$ cat src/rtl/keypad_pkg.sv
// Shared types and constants for the 4x4 keypad scanner.
//   kp_state_t    : scanner FSM states
//   frame_class_t : classification of one full-matrix frame
//   key_legend()  : key index (4*row + col) to hex code, Pmod KYPD layout
//   classify_frame(), lowest_key() : frame image helpers
package keypad_pkg;

  typedef enum logic [1:0] {ST_IDLE, ST_DEBOUNCE, ST_PRESENT, ST_RELEASE} kp_state_t;
  typedef enum logic [1:0] {FR_NONE, FR_SINGLE, FR_MULTI} frame_class_t;

  // Packed so entry [k] is the code for key index k.
  //   row0: 1 2 3 A   row1: 4 5 6 B   row2: 7 8 9 C   row3: 0 F E D
  localparam logic [15:0][3:0] KEY_LEGEND = {
    4'hD, 4'hE, 4'hF, 4'h0,
    4'hC, 4'h9, 4'h8, 4'h7,
    4'hB, 4'h6, 4'h5, 4'h4,
    4'hA, 4'h3, 4'h2, 4'h1
  };

  function automatic logic [3:0] key_legend(input logic [3:0] idx);
    return KEY_LEGEND[idx];
  endfunction

  function automatic frame_class_t classify_frame(input logic [15:0] img);
    logic [4:0] n;
    n = '0;
    for (int i = 0; i < 16; i++) n += 5'(img[i]);
    if (n == 5'd0)      return FR_NONE;
    else if (n == 5'd1) return FR_SINGLE;
    else                return FR_MULTI;
  endfunction

  // Only meaningful when exactly one bit is set.
  function automatic logic [3:0] lowest_key(input logic [15:0] img);
    logic [3:0] idx;
    idx = '0;
    for (int i = 15; i >= 0; i--) if (img[i]) idx = 4'(i);
    return idx;
  endfunction

endpackage

$ cat src/rtl/scan_tick_gen.sv
// Column dwell timer: free-running counter 0..SCAN_TICK_CYCLES-1 that asserts
// tick for one clock when it reaches its last value.
//   clock, reset_n : system clock, async active-low reset
//   tick           : one-cycle enable, once every SCAN_TICK_CYCLES clocks
module scan_tick_gen #(
  parameter int SCAN_TICK_CYCLES = 100000
) (
  input  logic clock,
  input  logic reset_n,
  output logic tick
);

  localparam int CW = (SCAN_TICK_CYCLES > 1) ? $clog2(SCAN_TICK_CYCLES) : 1;
  localparam logic [CW-1:0] LAST = CW'(SCAN_TICK_CYCLES - 1);

  logic [CW-1:0] cnt;

  assign tick = (cnt == LAST);

  always_ff @(posedge clock or negedge reset_n) begin
    if (!reset_n)  cnt <= '0;
    else if (tick) cnt <= '0;
    else           cnt <= cnt + CW'(1);
  end

endmodule

$ cat src/rtl/keypad_scanner.sv
// 4x4 matrix keypad scanner. Drives one column low at a time, samples the
// rows at the end of each column dwell, builds a 16-bit frame image, and
// debounces single-key frames into one key code per press.
//   clock, reset_n : system clock, async active-low reset
//   col            : column drive, active low, exactly one bit low
//   row            : row sense, active low, asynchronous
//   key_code/key_valid/key_ready : valid/ready output of accepted keys
//   multi_key      : last completed frame had two or more keys down
module keypad_scanner
  import keypad_pkg::*;
#(
  parameter int SCAN_TICK_CYCLES = 100000,
  parameter int DEBOUNCE_SCANS   = 4
) (
  input  logic       clock,
  input  logic       reset_n,
  output logic [3:0] col,
  input  logic [3:0] row,
  output logic [3:0] key_code,
  output logic       key_valid,
  input  logic       key_ready,
  output logic       multi_key
);

  localparam logic [3:0] DS = 4'(DEBOUNCE_SCANS);

  logic [3:0]   row_meta, row_sync;
  logic         tick, frame_end;
  logic [1:0]   col_idx;
  logic [15:0]  image, image_nxt;
  frame_class_t fclass;
  logic [3:0]   fkey;

  kp_state_t    state, state_nxt;
  logic [3:0]   cnt, cnt_nxt, cand, cand_nxt, code_nxt;
  logic         valid_nxt;

  // Rows idle high (pull-ups), so the synchroniser resets to "no key".
  always_ff @(posedge clock or negedge reset_n) begin
    if (!reset_n) begin
      row_meta <= 4'hF;
      row_sync <= 4'hF;
    end else begin
      row_meta <= row;
      row_sync <= row_meta;
    end
  end

  scan_tick_gen #(.SCAN_TICK_CYCLES(SCAN_TICK_CYCLES)) u_tick (
    .clock   (clock),
    .reset_n (reset_n),
    .tick    (tick)
  );

  assign col = ~(4'b0001 << col_idx);

  // Image bit {row,col} = key index 4*row+col. The frame is classified on the
  // image including the column being stored this tick.
  always_comb begin
    image_nxt = image;
    for (int r = 0; r < 4; r++) image_nxt[{r[1:0], col_idx}] = ~row_sync[r];
  end

  assign frame_end = tick && (col_idx == 2'd3);
  assign fclass    = classify_frame(image_nxt);
  assign fkey      = lowest_key(image_nxt);

  always_ff @(posedge clock or negedge reset_n) begin
    if (!reset_n) begin
      col_idx   <= 2'd0;
      image     <= '0;
      multi_key <= 1'b0;
    end else if (tick) begin
      col_idx <= col_idx + 2'd1;
      image   <= image_nxt;
      if (frame_end) multi_key <= (fclass == FR_MULTI);
    end
  end

  always_ff @(posedge clock or negedge reset_n) begin
    if (!reset_n) begin
      state     <= ST_IDLE;
      cnt       <= '0;
      cand      <= '0;
      key_code  <= '0;
      key_valid <= 1'b0;
    end else begin
      state     <= state_nxt;
      cnt       <= cnt_nxt;
      cand      <= cand_nxt;
      key_code  <= code_nxt;
      key_valid <= valid_nxt;
    end
  end

  always_comb begin
    state_nxt = state;
    cnt_nxt   = cnt;
    cand_nxt  = cand;
    code_nxt  = key_code;
    valid_nxt = key_valid;
    case (state)
      ST_IDLE: begin
        if (frame_end && fclass == FR_SINGLE) begin
          cand_nxt = fkey;
          cnt_nxt  = 4'd1;
          if (DS == 4'd1) begin
            state_nxt = ST_PRESENT;
            code_nxt  = key_legend(fkey);
            valid_nxt = 1'b1;
          end else begin
            state_nxt = ST_DEBOUNCE;
          end
        end
      end
      ST_DEBOUNCE: begin
        if (frame_end) begin
          if (fclass == FR_SINGLE && fkey == cand) begin
            cnt_nxt = cnt + 4'd1;
            if (cnt + 4'd1 == DS) begin
              state_nxt = ST_PRESENT;
              code_nxt  = key_legend(cand);
              valid_nxt = 1'b1;
            end
          end else begin
            state_nxt = ST_IDLE;
            cnt_nxt   = '0;
          end
        end
      end
      // Handshake is checked every clock; frames are ignored here, so a
      // coincident frame end is simply dropped.
      ST_PRESENT: begin
        if (key_ready) begin
          valid_nxt = 1'b0;
          cnt_nxt   = '0;
          state_nxt = ST_RELEASE;
        end
      end
      ST_RELEASE: begin
        if (frame_end) begin
          if (fclass == FR_NONE) begin
            if (cnt + 4'd1 == DS) begin
              state_nxt = ST_IDLE;
              cnt_nxt   = '0;
            end else begin
              cnt_nxt = cnt + 4'd1;
            end
          end else begin
            cnt_nxt = '0;
          end
        end
      end
      default: state_nxt = ST_IDLE;
    endcase
  end

endmodule

$ cat config.mk
export PLATFORM = sky130hd
export DESIGN_NAME = keypad_scanner
export DESIGN_NICKNAME = d
export VERILOG_FILES = /design/src/rtl/keypad_pkg.sv /design/src/rtl/scan_tick_gen.sv /design/src/rtl/keypad_scanner.sv
export SDC_FILE = /design/constraint.sdc
export NUM_CORES = 1
export LEC_CHECK = 0
export CAP_MARGIN = 20
export CORE_MARGIN = 2
export CORE_UTILIZATION = 60
export DETAILED_ROUTE_END_ITERATION = 8
export PLACE_DENSITY_LB_ADDON = 0.12
export SLEW_MARGIN = 0
export SYNTH_ARGS = -nofsm -noshare
export SYNTH_HDL_FRONTEND = slang
export SYNTH_SLANG_ARGS = --single-unit
$ cat constraint.sdc
create_clock -name clock -period 7.8 [get_ports clock]
set_input_delay 1.56 -clock clock [delete_from_list [all_inputs] [get_ports clock]]
set_output_delay 1.56 -clock clock [all_outputs]
set_load 0.01 [all_outputs]
After elaboration in Yosys (flattened, before gate mapping)

Memory sizes are Yosys's and may differ from the RTL's. A register that Yosys moved wholly into a read port is not among the register bits.
Index checks and enable logic that the tools add are counted.

Logic and storage cells: 133
Bits in registers: 55
Bits in writable memories: 0
Bits in latches: 0
Memory bits (read-only): 64
Memories: 1
Output and inout port bits: 10

Divide/modulo/power cells: 0
Bitwise gates (word level): 5
Multiplexer cells: 53
Magnitude comparators: 8
Shift-type cells: 1
Add/sub/neg operators: 18
Equal/unequal tests: 19
$mul: 0
Reductions and logical operators: 18

Memories:

| memory           | depth | bits a word | rd ports | clocked after Yosys merged registers in | write ports | line             | text |
|---|---|---|---|---|---|---|---|
| (name not given) | 16    | 4           | 1        | 1                                       | 0           | keypad_pkg.sv:21 | `return KEY_LEGEND[idx];` |

Operators by type and width:

| operator                | number |
|---|---|
| $mux W4                 | 23 |
| $bwmux W16              | 4 |
| $add A5 B1 Y5           | 11 |
| $mux W2                 | 10 |
| $add A17 B1 Y17 const B | 1 |
| $eq A17 B17 Y1 const B  | 1 |
| $mux W17                | 1 |
| $ne A2 B2 Y1 const B    | 8 |
| $pmux W4 S4             | 1 |
| $lt A4 B5 Y1 const B    | 2 |
| $demux W1 S2            | 4 |
| $eq A2 B2 Y1 const B    | 4 |
| $ge A4 B1 Y1 const B    | 2 |
| $mux W1                 | 8 |
| $pmux W2 S4             | 1 |
| $reduce_and A4 Y1       | 2 |
| $logic_and A1 B1 Y1     | 7 |
| $reduce_and A7 Y1       | 1 |
| $add A4 B1 Y5           | 1 |
| $eq A5 B1 Y1 const B    | 1 |
| $logic_not A5 Y1        | 1 |
| $lt A2 B5 Y1 const B    | 1 |
| $lt A3 B5 Y1 const B    | 1 |
| $reduce_and A5 Y1       | 1 |
| other kinds (19)        | 25 |

Longest topological paths before layout

Gate-level depths: netlist of the first run.

Depth after elaboration: 31
Mapped depth: 23

Modules after synthesis

A second synthesis of the first run with hierarchy kept.

Cells, all modules: 375
Area total of the unflattened synthesis: 3,646.0 um^2

By module, submodules not included:

| module         | cells an instance | seq. area each (um^2) | area each (um^2) | instances |
|---|---|---|---|---|
| keypad_scanner | 301               | 1,061.0               | 2,852.7          | 1 |
| scan_tick_gen  | 74                | 425.4                 | 793.3            | 1 |

Least setup slack after synthesis of the first run

OpenSTA, ideal clock, no wires.

Kind: register -> register
Start point: register col_idx[0]
End point: register key_code[0]
Setup slack: 1.804 ns
Arrival: 5.871 ns
Library setup time: 0.125 ns
Cell stages (with the launch flop): 22
Path through: dfrtp_1 -> inv_1 -> ha_1 -> buf_4 -> nor2_1 -> a21oi_1 -> inv_2 -> fa_1 -> fa_1 -> fa_1 -> inv_1 -> fa_1 -> ha_1 -> fa_1 -> or4b_1 -> nor3_1 -> nand4_1 -> nor4b_4 -> o211ai_2 -> or2_1 -> buf_6 -> mux2_4

Longest elaborated chain between the ends: 29

Ends and longest elaborated chain:

| what                                                                      | line                  | text |
|---|---|---|
| from (decl)                                                               | keypad_scanner.sv:29  | `logic [1:0] col_idx;` |
| from (signal assigned)                                                    | keypad_scanner.sv:74  | `col_idx <= col_idx + 2'd1;` |
| $lt A2 B5 Y1 (not written as such) / $ge A2 B1 Y1 (equally long branches) | keypad_scanner.sv:61  | `for (int r = 0; r < 4; r++) image_nxt[{r[1:0], col_idx}] = ~row_sync[r];` |
| $logic_and A1 B1 Y1 (not written as such)                                 | keypad_scanner.sv:61  |  |
| $mux W1 (not written as such)                                             | keypad_scanner.sv:61  |  |
| $demux W1 S2                                                              | keypad_scanner.sv:61  |  |
| $bwmux W16 (4 in series)                                                  | keypad_scanner.sv:61  |  |
| $add A1 B1 Y2                                                             | keypad_pkg.sv:27      | `for (int i = 0; i < 16; i++) n += 5'(img[i]);` |
| $add A2 B1 Y3                                                             | keypad_pkg.sv:27      |  |
| $add A3 B1 Y4                                                             | keypad_pkg.sv:27      |  |
| $add A4 B1 Y5                                                             | keypad_pkg.sv:27      |  |
| $add A5 B1 Y5 (11 in series)                                              | keypad_pkg.sv:27      |  |
| $eq A5 B1 Y1                                                              | keypad_pkg.sv:29      | `else if (n == 5'd1) return FR_SINGLE;` |
| $mux W2                                                                   | keypad_pkg.sv:29      |  |
| $mux W2                                                                   | keypad_pkg.sv:28      | `if (n == 5'd0) return FR_NONE;` |
| $eq A2 B1 Y1                                                              | keypad_scanner.sv:118 | `if (fclass == FR_SINGLE && fkey == cand) begin` |
| $logic_and A1 B1 Y1                                                       | keypad_scanner.sv:118 |  |
| $reduce_and A4 Y1 (no line) *                                             | n/a                   |  |
| to (decl)                                                                 | keypad_scanner.sv:19  | `output logic [3:0] key_code,` |

Every way passes the cells marked *; elsewhere a longest branch is shown, timed or not.
A chain may end at the register's enable or synchronous reset.

Worst setup path after layout of the first run

Start point: register col_idx[0]
End point: register key_code[1]

The elaborated chain is that of the path after synthesis.

==> results of run 1 <==
-- metrics by stage --
step                      hold WS, ps  util (%)  total power, mW  setup WS (ps)
after floorplan                 345.2         -           0.3403           1804
after global placement          345.3     65.34           0.3555           1555
after detailed placement        349.0     65.34           0.3564           1369
after CTS                       358.7     69.19           0.6768           1305
after global routing            359.7     69.19           0.6965          917.8
final                           357.1     69.19           0.6712           1326
-- Yosys cell counts, drive strengths merged, types with 5 or more instances --
library cell   n  share of area, %
nand3         14               1.9
nor3           8               1.1
ha            15               5.1
clkbuf         6              0.61
o21ai         27               3.7
mux2           9               3.2
xor2           6               1.4
and2           5              0.85
nand2         28               2.9
nor2          39               4.2
o211ai         5               1.2
inv           32               3.3
a21boi         6               1.2
or2            6               1.0
nand2b        14               2.4
xnor2         12               2.9
a21oi         23               3.1
dfstp          8               5.7
fa            10               5.5
and3           6               1.0
dfrtp         51                35
buf            7               1.2
o221ai         6               1.4
-- routing by layer --
metal  global-route usage [%]  vias up  wire, µm
met3                    6.630       16       450
li1                         -     1371         -
met4                    8.667        0       135
met1                    32.26     1387      3280
met2                    41.13       92      3667
met5                        0        -         0
-- sequential cells by signal (all words and copies together) (netlist names), named ones only --
signal and flops:
image 16, u_tick.cnt 17, state 1, row_meta 4
row_sync 4, key_code 4, key_valid 1, multi_key 1
col_idx 2, cand 4, cnt 4
-- layout make-up --
type | count | area, µm²
fill | 470 | 1824
clock inverter | 4 | 72.57
inverter | 32 | 120.1
sequential | 59 | 1486
multi-input combinational | 282 | 1998
timing repair buffer | 18 | 170.2
clock buffer | 12 | 155.1
tap | 75 | 93.84
-- power groups by stage --
| stage | clock network (mW) | registers [mW] | logic (mW) |
|---|---|---|---|
| floorplan | 0 | 0.320 | 0.0203 |
| global placement | 0 | 0.321 | 0.0347 |
| detailed placement | 0 | 0.321 | 0.0355 |
| CTS | 0.325 | 0.315 | 0.0363 |
| global route | 0.340 | 0.316 | 0.0406 |
| finish | 0.320 | 0.316 | 0.0358 |
-- worst min-delay path by stage --
| stage | endpoint | slack, ps | cells after the start |
|---|---|---|---|
| after floorplan | row_sync[0]$_DFF_PN1_ | 350 | 0 |
| after global placement | row_sync[1]$_DFF_PN1_ | 350 | 0 |
| after detailed placement | row_sync[0]$_DFF_PN1_ | 350 | 0 |
| after CTS | row_sync[3]$_DFF_PN1_ | 360 | 0 |
| after global routing | row_sync[3]$_DFF_PN1_ | 360 | 0 |
| final | row_sync[3]$_DFF_PN1_ | 360 | 0 |
-- worst reg2reg max path, cell delays in order, from the launching register on --
cell and delay [ps]:
dfrtp_1 400, inv_1 140, ha_1 450, nor2_1 70, a21oi_1 350, inv_2 100
fa_1 520, fa_1 520, fa_1 550, inv_1 50, fa_1 440, ha_1 220
fa_1 450, or4b_1 540, nor3_1 220, nand4_1 180, nor4b_4 310, o211ai_2 150
or2_1 370, mux2_4 340
-- cell families (layout without fill, tap and decap cells) --
logic type      after synthesis  in the layout
compound gates               88             88
flops                        59             59
buf+inv                      45             66
simple gates                140            140
mux                          11             11
fa+ha+maj                    25             25
xor+xnor                     18             18
-- layout by cell type (no fill, tap or decap), types with 5 or more instances in the layout --
master	instances
a21oi_1	23
o21ai_0	23
clkdlybuf4s50_1	15
nand2_1	28
xnor2_1	12
nor2_1	36
mux2_2	5
and3_1	6
nand3_1	14
ha_1	15
a21boi_0	6
clkbuf_8	11
xor2_1	6
and2_1	5
dfstp_2	8
o221ai_1	6
nor3_1	8
fa_1	10
nand2b_1	14
inv_1	28
dfrtp_1	51
==> results by group, run 1 <==
Clocking
  • CTS sink cnt: 59
  • H-tree levels: 3
  • CTS resizes: 0
  • Post-CTS Hold Buffers: 0
  • Clk root buf: clkbuf_8
  • Post CTS Setup Buffer Count: 0
  • Worst-path clk slew: 60 ps
  • Number of CTS-inserted buffers: 9
  • CTS tree: yes
  • Clock buffer depth: 2
  • Latest clock arrival within the worst-skew pair: 340 ps

Pwr
  • Clk pwr share: 47.7%
  • P_leak: between 1.5 and 2 nW
  • PD cells: between 150 and 200 nW/µm²
  • VDD IR max: 0.1446 mV
  • P_int: approximately 0.52 mW
  • Switch share: roughly 22%
  • Reg power frac: 47.0%
  • Switching power total: roughly 0.15 mW
  • Comb pwr share: 5.3%

STA
  • Final Max Tran Viols: 0
  • RSZ-0062 raised after global routing: false
  • Clock Skew: approximately 7.5 ps
  • Final setup fails: 0
  • Final worst path period share: 82.99%
  • Post-route setup TNS: 0 ps
  • Least-Margin Pin Slew: 725.8 ps
  • Fmax: 0.1545 GHz
  • Final min period: around 6500 ps
  • Slew headroom: 51.24%
  • Final Hold Viols: 0

Global routing
  • Pin count of the biggest net entering global routing: 60
  • Initial antenna violation count: 0
  • GRT Total Usage: between 20 and 30%
  • Vias in the first global route: about 2.8k
  • Total gr overflow: 0
  • First-pass GRT wire length: 12,790 µm

Synth
  • Combinational family with the most area after synthesis: simple AND/OR/NAND/NOR gates
  • Synth Area in XOR/XNOR: approximately 4.3%
  • Post-synthesis register bit count: 59
  • Complex-gate fraction of the synthesized area: 15.99%
  • Primary FF master, synth: dfrtp_1
  • YS warnings: 0
  • Multiplexer share of the synthesized area: 3.715%
  • Post-synthesis adder-cell area fraction: around a tenth
  • Yosys cell types: 57
  • Simple-Gate Fraction of Synth Area: about a fifth
  • FFs w/ async S/R, synth: 100.0%
  • Synth Net Count: 418
  • Avg Inst Size Synth: roughly 9.5 µm²
  • EDFF count, synth: 0
  • Netlist Area Pre-Place: 3671 µm²
  • Post-Synthesis Cells: between 300 and 400
  • Register area share after synthesis: 40.49%

Floorplan
  • Die height: 82.22 µm
  • Die Area: 6760 µm²
  • Die Wd: 82.22 µm
  • Starting Density: 62.00%
  • CORE AREA: roughly 5900 µm²
  • I/O pin cnt: 17
  • # rows: 28

Route
  • Routed WL: 7533 µm
  • Routed length per instance: 15.63 µm
  • DR iter-0 viols: 205
  • Post-DR vias/cell: 5.946
  • Pre-antenna DRT Iters: 5
  • Final ANT Viol Nets: 0
  • Vias: 2,866
  • # DRC: 0

Setup path
  • Cell with the largest stage delay on the worst path: fa_1
  • Buf/Inv on CP: 3
  • Flop2flop setup slack: ~1300 ps
  • Worst setup EP type: flip-flop
  • Critical path's largest stage delay: 550 ps
  • Crit path from: col_idx[0]$_DFFE_PN0N_
  • R2r endpoint: key_code[1]$_DFFE_PN0P_
  • Worst reg2reg path depth: 19
  • RR Startpoint: col_idx[0]$_DFFE_PN0N_
  • Crit path top cell by count: fa_1
  • Critical Setup Path Class: flip-flop to flip-flop
  • Top delay family on crit path: adder cells
  • Worst Setup EP: key_code[1]$_DFFE_PN0P_
  • WP data required: 8020 ps
  • Worst path depth: 19
  • Worst-path fanout max: 12
  • Critical Path AT: about 6700 ps
  • CP Cell Sequence: inv_1 -> ha_1 -> nor2_1 -> a21oi_1 -> inv_2 -> fa_1 -> fa_1 -> fa_1 -> inv_1 -> fa_1 -> ha_1 -> fa_1 -> or4b_1 -> nor3_1 -> nand4_1 -> nor4b_4 -> o211ai_2 -> or2_1 -> mux2_4
  • CP Launch Type: flip-flop

Cells and area
  • Synthesis-to-finish area growth: 11.59%
  • Share of layout cells above drive strength 1: approximately an eighth
  • Nets: approximately 430
  • Antenna cell count: 0
  • Final instance count without filler cells: 482
  • Finished Cell Area: around 4000 µm²

Run status
  • Outcome: completed

Place
  • Port-buffer cells: 16
  • Inst Count DP: 466
  • Area post-placement: 3869 µm²
  • Post-DP HPWL: around 5500 µm
  • Routability Congestion: 0.9107

Run
  • Max_cap viols: 0

Worst hold path
  • HP Class: flip-flop to flip-flop
  • Worst Hold Launch: row_meta[3]$_DFF_PN1_
Power figures use the tool's default switching activity.
==> run 2, diff against run 1 <==
CORE_UTILIZATION = 55   (was 60)
clock period = 5.7 ns   (was 7.8 ns; I/O delays follow)
==> results by group, run 2 (synthesized netlist as in run 1, its figures left out) <==
Run status
  • Outcome: finished, violations left (was completed)
  • Violated checks: setup timing

Global routing
  • Total gr overflow: 0 (unchanged)
  • Pin count of the biggest net entering global routing: 60 (unchanged)
  • Initial antenna violation count: 0 (unchanged)
  • First-pass GRT wire length: 13,780 µm (was 12,790 µm)
  • GRT Total Usage: 24.23% (was 25.12%)
  • Vias in the first global route: 2,874 (was 2,847)

Clocking
  • Clk root buf: clkbuf_8 (unchanged)
  • H-tree levels: 3 (unchanged)
  • Clock buffer depth: 2 (unchanged)
  • Worst-path clk slew: 70 ps (was 60 ps)
  • Latest clock arrival within the worst-skew pair: 350 ps (was 340 ps)
  • CTS tree: yes (unchanged)
  • CTS sink cnt: 59 (unchanged)
  • Number of CTS-inserted buffers: 9 (unchanged)
  • Post-CTS Hold Buffers: 0 (unchanged)

Place
  • DP Worst Slack: -154.5 ps (was 1369 ps)
  • Post-DP HPWL: 5781 µm (was 5460 µm)
  • Port-buffer cells: 16 (unchanged)
  • Inst Count DP: 500 (was 466)
  • Area post-placement: 4168 µm² (was 3869 µm²)
  • Routability Congestion: 0.8403 (was 0.9107)

Run
  • Max_cap viols: 0 (unchanged)

Cells and area
  • Number of flip-flops under the largest register name: 17 (unchanged)
  • Largest Register: u_tick.cnt (unchanged)
  • Final instance count without filler cells: 520 (was 482)
  • Share of layout cells above drive strength 1: 25.06% (was 12.53%)
  • FILL cells: 507 (was 470)
  • Nets: 471 (was 434)
  • Synthesis-to-finish area growth: 21.06% (was 11.59%)
  • Finished Cell Area: 4444 µm² (was 4096 µm²)
  • Antenna cell count: 0 (unchanged)
  • Final core occ: 69.59% (was 69.19%)
  • Regs by FF count: u_tick.cnt (17), image (16) (unchanged)
  • Leading cell type in the layout, fill and taps excluded: dfrtp_1 (unchanged)
  • Commonest non-fill, non-tap cells in the layout: dfrtp_1 (51), buf_4 (38), nor2_1 (35), nand2_1 (28), inv_1 (22) (was dfrtp_1 (51), nor2_1 (36), inv_1 (28), nand2_1 (28))

STA
  • Final min period: 5708 ps (was 6474 ps)
  • Hold Worst Slack: 355.3 ps (was 357.1 ps)
  • Final worst path period share: 100.1% (was 82.99%)
  • Final Max Tran Viols: 0 (unchanged)
  • Final setup fails: 4 (was 0)
  • Least-Margin Pin Slew: 745.0 ps (was 725.8 ps)
  • Fmax: 0.1752 GHz (was 0.1545 GHz)
  • Final Hold Viols: 0 (unchanged)
  • Setup WS post-layout: -8.173 ps (was 1326 ps)
  • Slew headroom: 50.33% (was 51.24%)
  • Post-route setup TNS: -24.66 ps (was 0 ps)
  • Clock Skew: 10.55 ps (was 7.453 ps)
  • RSZ-0062 raised after global routing: true (was false)

Setup path
  • Top delay family on crit path: adder cells (unchanged)
  • Crit path from: col_idx[1]$_DFFE_PN0N_ (was col_idx[0]$_DFFE_PN0N_)
  • CP Cell Sequence: inv_2 -> ha_4 -> buf_6 -> nor2_4 -> a21o_1 -> inv_2 -> fa_1 -> inv_2 -> fa_1 -> fa_1 -> inv_1 -> fa_1 -> ha_2 -> fa_1 -> or4b_4 -> nor3_4 -> nand4_1 -> nor4b_4 -> o211ai_2 -> or2_4 -> mux2_4 (was inv_1 -> ha_1 -> nor2_1 -> a21oi_1 -> inv_2 -> fa_1 -> fa_1 -> fa_1 -> inv_1 -> fa_1 -> ha_1 -> fa_1 -> or4b_1 -> nor3_1 -> nand4_1 -> nor4b_4 -> o211ai_2 -> or2_1 -> mux2_4)
  • Crit path top cell by count: fa_1 (unchanged)
  • Flop2flop setup slack: -8 ps (was 1330 ps)
  • Worst-path fanout max: 6 (was 12)
  • WP data required: 5930 ps (was 8020 ps)
  • R2r endpoint: key_code[2]$_DFFE_PN0P_ (was key_code[1]$_DFFE_PN0P_)
  • Critical Path AT: 5940 ps (was 6700 ps)
  • Critical path's largest stage delay: 510 ps (was 550 ps)
  • Worst Setup EP: key_code[2]$_DFFE_PN0P_ (was key_code[1]$_DFFE_PN0P_)
  • RR Startpoint: col_idx[1]$_DFFE_PN0N_ (was col_idx[0]$_DFFE_PN0N_)
  • Worst path depth: 21 (was 19)
  • CP Launch Type: flip-flop (unchanged)
  • Worst setup EP type: flip-flop (unchanged)
  • Worst reg2reg path depth: 21 (was 19)
  • Cell with the largest stage delay on the worst path: fa_1 (unchanged)
  • Critical Setup Path Class: flip-flop to flip-flop (unchanged)
  • Buf/Inv on CP: 5 (was 3)

Floorplan
  • CORE AREA: 6386 µm² (was 5921 µm²)
  • Die Area: 7344 µm² (was 6760 µm²)
  • I/O pin cnt: 17 (unchanged)
  • Die Wd: 85.70 µm (was 82.22 µm)
  • # rows: 29 (was 28)
  • Starting Density: 57.48% (was 62.00%)
  • Die height: 85.70 µm (was 82.22 µm)

Route
  • Pre-antenna DRT Iters: 4 (was 5)
  • Post-DR vias/cell: 5.554 (was 5.946)
  • # DRC: 0 (unchanged)
  • DR iter-0 viols: 138 (was 205)
  • Routed WL: 7998 µm (was 7533 µm)
  • Vias: 2,888 (was 2,866)
  • Final ANT Viol Nets: 0 (unchanged)
  • Routed length per instance: 15.38 µm (was 15.63 µm)

Pwr
  • PD cells: 190.0 nW/µm² (was 163.9 nW/µm²)
  • Power, Total: 0.8446 mW (was 0.6712 mW)
  • VDD IR max: 0.1436 mV (was 0.1446 mV)
  • P_leak: 1.998 nW (was 1.825 nW)

Worst hold path
  • HP Class: flip-flop to flip-flop (unchanged)
## run 2: cell count changes in the layout (fill, tap and decap cells not counted), moves of 4 or more
| cell | before | now |
|---|---|---|
| buf_4 | 2 | 38 |
| a21boi_0 | 6 | 2 |
| inv_1 | 28 | 22 |
| inv_2 | 4 | 9 |
| ha_1 | 15 | 11 |
## run 2: worst min path at each step
| stage | from | depth (start not counted) | to | slack (ps) |
|---|---|---|---|---|
| global route | row_meta[2]$_DFF_PN1_ | 0 | row_sync[2]$_DFF_PN1_ | 360 |
| detailed placement | row_meta[2]$_DFF_PN1_ | 0 | row_sync[2]$_DFF_PN1_ | 350 |
| CTS | row_meta[2]$_DFF_PN1_ | 0 | row_sync[2]$_DFF_PN1_ | 360 |
| global placement | row_meta[1]$_DFF_PN1_ | 0 | row_sync[1]$_DFF_PN1_ | 350 |
| floorplan | row_meta[0]$_DFF_PN1_ | 0 | row_sync[0]$_DFF_PN1_ | 350 |
| finish | row_meta[2]$_DFF_PN1_ | 0 | row_sync[2]$_DFF_PN1_ | 360 |
## run 2: routing by layer
metal / wire (µm) / global-route usage, % / share of wire, % / up-vias
li1: - / - / - / 1440
met1: 3625 / 32.51 / 45 / 1389
met2: 3942 / 38.78 / 49 / 45
met3: 255 / 4.331 / 3.2 / 14
met4: 175 / 10.53 / 2.2 / 0
met5: 0 / 0 / 0 / -
## run 2: area by class of cell
type                    instances  area, µm²  share of cell area, %
repair buffers                 55      451.7                  10.16
multi-input cells             282       2108                  47.44
clock buffers                  13      168.9                  3.801
clock inverters                 2      10.01                 0.2252
flip-flops and latches         59       1486                  33.45
inverters                      32      122.6                  2.759
well taps                      77      96.34                  2.168
## run 2: where the power goes
group          leakage (nW)  internal [mW]  total (mW)  switching, mW
registers             0.769          0.426       0.432        0.00557
clock network        0.0953          0.190       0.357          0.168
logic                  1.13         0.0232      0.0558         0.0326
## run 2: worst register-to-register path: stages (launching register included)
cell	delay, ps
dfrtp_1	430
inv_2	80
ha_4	180
buf_6	130
nor2_4	90
a21o_1	120
inv_2	50
fa_1	490
inv_2	50
fa_1	510
fa_1	500
inv_1	50
fa_1	440
ha_2	200
fa_1	490
or4b_4	510
nor3_4	140
nand4_1	150
nor4b_4	270
o211ai_2	120
or2_4	280
mux2_4	300
## run 2: what timing repair did
item / CTS / global route
resized for setup: 6 / 13
pin swaps: 2 / 3
setup buffers: 3 / 3
endpoints found under the setup margin: 6 / 14
==> run 3, diff against run 2 <==
CORE_MARGIN = unset   (was 2)
==> results by group, run 3 (synthesized netlist as in run 1, its figures left out) <==
Route
  • Routed WL: 9065 µm (was 7998 µm)
  • # DRC: 0 (unchanged)
  • Final ANT Viol Nets: 0 (unchanged)
  • Routed length per instance: 16.63 µm (was 15.38 µm)
  • DR iter-0 viols: 230 (was 138)
  • Vias: 3,131 (was 2,888)
  • Pre-antenna DRT Iters: 5 (was 4)
  • Post-DR vias/cell: 5.745 (was 5.554)

Setup path
  • Cell with the largest stage delay on the worst path: dfrtp_1 (was fa_1)
  • Crit path top cell by count: buf_4 (was fa_1)
  • RR Startpoint: col_idx[1]$_DFFE_PN0N_ (unchanged)
  • Critical Path AT: 6000 ps (was 5940 ps)
  • Critical path's largest stage delay: 430 ps (was 510 ps)
  • Worst setup EP type: flip-flop (unchanged)
  • CP Launch Type: flip-flop (unchanged)
  • Worst-path fanout max: 7 (was 6)
  • Crit path from: col_idx[1]$_DFFE_PN0N_ (unchanged)
  • Critical Setup Path Class: flip-flop to flip-flop (unchanged)
  • R2r endpoint: key_code[2]$_DFFE_PN0P_ (unchanged)
  • Worst reg2reg path depth: 36 (was 21)
  • Flop2flop setup slack: -70 ps (was -8 ps)
  • WP data required: 5940 ps (was 5930 ps)

Floorplan
  • Die height: 83.70 µm (was 85.70 µm)
  • I/O pin cnt: 17 (unchanged)
  • CORE AREA: 6386 µm² (unchanged)
  • Die Wd: 83.70 µm (was 85.70 µm)
  • Starting Density: 57.48% (unchanged)
  • # rows: 29 (unchanged)
  • Die Area: 7006 µm² (was 7344 µm²)

Cells and area
  • Leading cell type in the layout, fill and taps excluded: buf_4 (was dfrtp_1)
  • Synthesis-to-finish area growth: 26.35% (was 21.06%)
  • Number of flip-flops under the largest register name: 17 (unchanged)
  • Commonest non-fill, non-tap cells in the layout: buf_4 (60), dfrtp_1 (50), nor2_1 (34), nand2_1 (28), inv_1 (22) (was dfrtp_1 (51), buf_4 (38), nor2_1 (35), nand2_1 (28), inv_1 (22))
  • Nets: 495 (was 471)
  • Share of layout cells above drive strength 1: 28.85% (was 25.06%)
  • Antenna cell count: 0 (unchanged)
  • Largest Register: u_tick.cnt (unchanged)
  • Regs by FF count: u_tick.cnt (17), image (16) (unchanged)

Place
  • Routability Congestion: 0.8474 (was 0.8403)
  • Post-DP HPWL: 5736 µm (was 5781 µm)
  • Port-buffer cells: 16 (unchanged)
  • DP Worst Slack: -168.6 ps (was -154.5 ps)

Run status
  • Violated checks: setup timing (unchanged)
  • Outcome: finished, violations left (unchanged)

Clocking
  • CTS sink cnt: 59 (unchanged)
  • Worst-path clk slew: 60 ps (was 70 ps)
  • H-tree levels: 3 (unchanged)
  • Clock buffer depth: 2 (unchanged)
  • Number of CTS-inserted buffers: 9 (unchanged)
  • Latest clock arrival within the worst-skew pair: 350 ps (about the same)
  • CTS tree: yes (unchanged)
  • Clk root buf: clkbuf_8 (unchanged)

Run
  • Max_cap viols: 0 (unchanged)

Global routing
  • Vias in the first global route: 3,075 (was 2,874)
  • Pin count of the biggest net entering global routing: 60 (unchanged)
  • Total gr overflow: 0 (unchanged)
  • Initial antenna violation count: 0 (unchanged)
  • First-pass GRT wire length: 14,240 µm (was 13,780 µm)
  • GRT Total Usage: 26.27% (was 24.23%)

Worst hold path
  • Hold Crit Endpoint: row_sync[1]$_DFF_PN1_ (was row_sync[2]$_DFF_PN1_)
  • Worst Hold Launch: row_meta[1]$_DFF_PN1_ (was row_meta[2]$_DFF_PN1_)
  • Worst Hold Depth: 0 (unchanged)
  • HP Class: flip-flop to flip-flop (unchanged)

STA
  • Clock Skew: 8.428 ps (was 10.55 ps)
  • Final worst path period share: 101.1% (was 100.1%)
  • Least-Margin Pin Slew: 750.7 ps (was 745.0 ps)
  • Final min period: 5765 ps (was 5708 ps)
  • RSZ-0062 raised after global routing: true (unchanged)
  • Final setup fails: 4 (unchanged)
  • Fmax: 0.1735 GHz (was 0.1752 GHz)
  • Slew headroom: 49.95% (was 50.33%)
  • Hold Worst Slack: 355.8 ps (was 355.3 ps)
  • Final Max Tran Viols: 0 (unchanged)
  • Setup WS post-layout: -65.19 ps (was -8.173 ps)
  • Final Hold Viols: 0 (unchanged)

Pwr
  • P_int: 0.6046 mW (was 0.6388 mW)
  • P_leak: 2.125 nW (was 1.998 nW)
  • Clk pwr share: 39.4% (was 42.3%)
  • Switching power total: 0.2022 mW (was 0.2058 mW)
  • PD cells: 173.9 nW/µm² (was 190.0 nW/µm²)
  • Reg power frac: 53.5% (was 51.1%)
  • VDD IR max: 0.1427 mV (was 0.1436 mV)
  • Comb pwr share: 7.1% (was 6.6%)
  • Switch share: 25.06% (was 24.36%)
-- run 3: per-stage QoR --
stage	setup TNS (ps)	cell area [µm²]	cells	total power, mW	utilization [%]
5_1_grt	-1086	4638	545	0.8381	72.63
3_5_place_dp	-780.6	4138	496	0.4904	64.79
6_report	-259.2	4638	545	0.8068	72.63
2_1_floorplan	-91.70	3744	386	0.4662	-
4_1_cts	-57.66	4586	544	0.8118	71.81
3_3_place_gp	-27.51	4138	496	0.4885	64.79
-- run 3: worst max path at each step --
| stage | depth (start not counted) | slack (ps) | end |
|---|---|---|---|
| final | 36 | -70 | key_code[2]$_DFFE_PN0P_ |
| after CTS | 20 | -10 | key_code[2]$_DFFE_PN0P_ |
| after global placement | 17 | -7 | key_code[1]$_DFFE_PN0P_ |
| after floorplan | 19 | -20 | key_code[0]$_DFFE_PN0P_ |
| after detailed placement | 18 | -170 | key_code[2]$_DFFE_PN0P_ |
| after global routing | 20 | -220 | key_code[1]$_DFFE_PN0P_ |
-- run 3: layout make-up --
type	instances	area, µm²
multi-input cells	282	2138
fillers	450	1748
flip-flops and latches	59	1488
repair buffers	79	639.4
clock buffers	13	138.9
inverters	32	122.6
well taps	77	96.34
clock inverters	3	15.01
-- run 3: metal layers --
| metal | track usage, % | vias up | share of wire (%) |
|---|---|---|---|
| li1 | - | 1487 | - |
| met1 | 32.34 | 1497 | 42 |
| met2 | 42.87 | 110 | 48 |
| met3 | 4.451 | 37 | 4.8 |
| met4 | 16.64 | 0 | 4.8 |
| met5 | 0 | - | 0 |
-- run 3: worst max-delay path, delay by kind of cell (launching register included) --
kind	cells	cell delay [ps]
compound gates	4	680
fa+ha+maj	1	180
buf+inv	27	3350
flops	1	430
mux	1	300
simple gates	3	700
-- run 3: power groups by stage --
stage                     Clock (mW)  Combinational (mW)  Sequential, mW
final                          0.318              0.0570           0.432
after global routing           0.343              0.0632           0.432
after CTS                      0.326              0.0548           0.431
after detailed placement           0              0.0519           0.438
after global placement             0              0.0503           0.438
after floorplan                    0              0.0281           0.438
-- run 3: repair_timing --
| action | in CTS | in global routing |
|---|---|---|
| setup buffers | 32 | 3 |
| hold buffers | 0 | 0 |
| pin swaps | 10 | 4 |
| endpoints found under the setup margin | 6 | 11 |
| gates resized for setup | 14 | 11 |
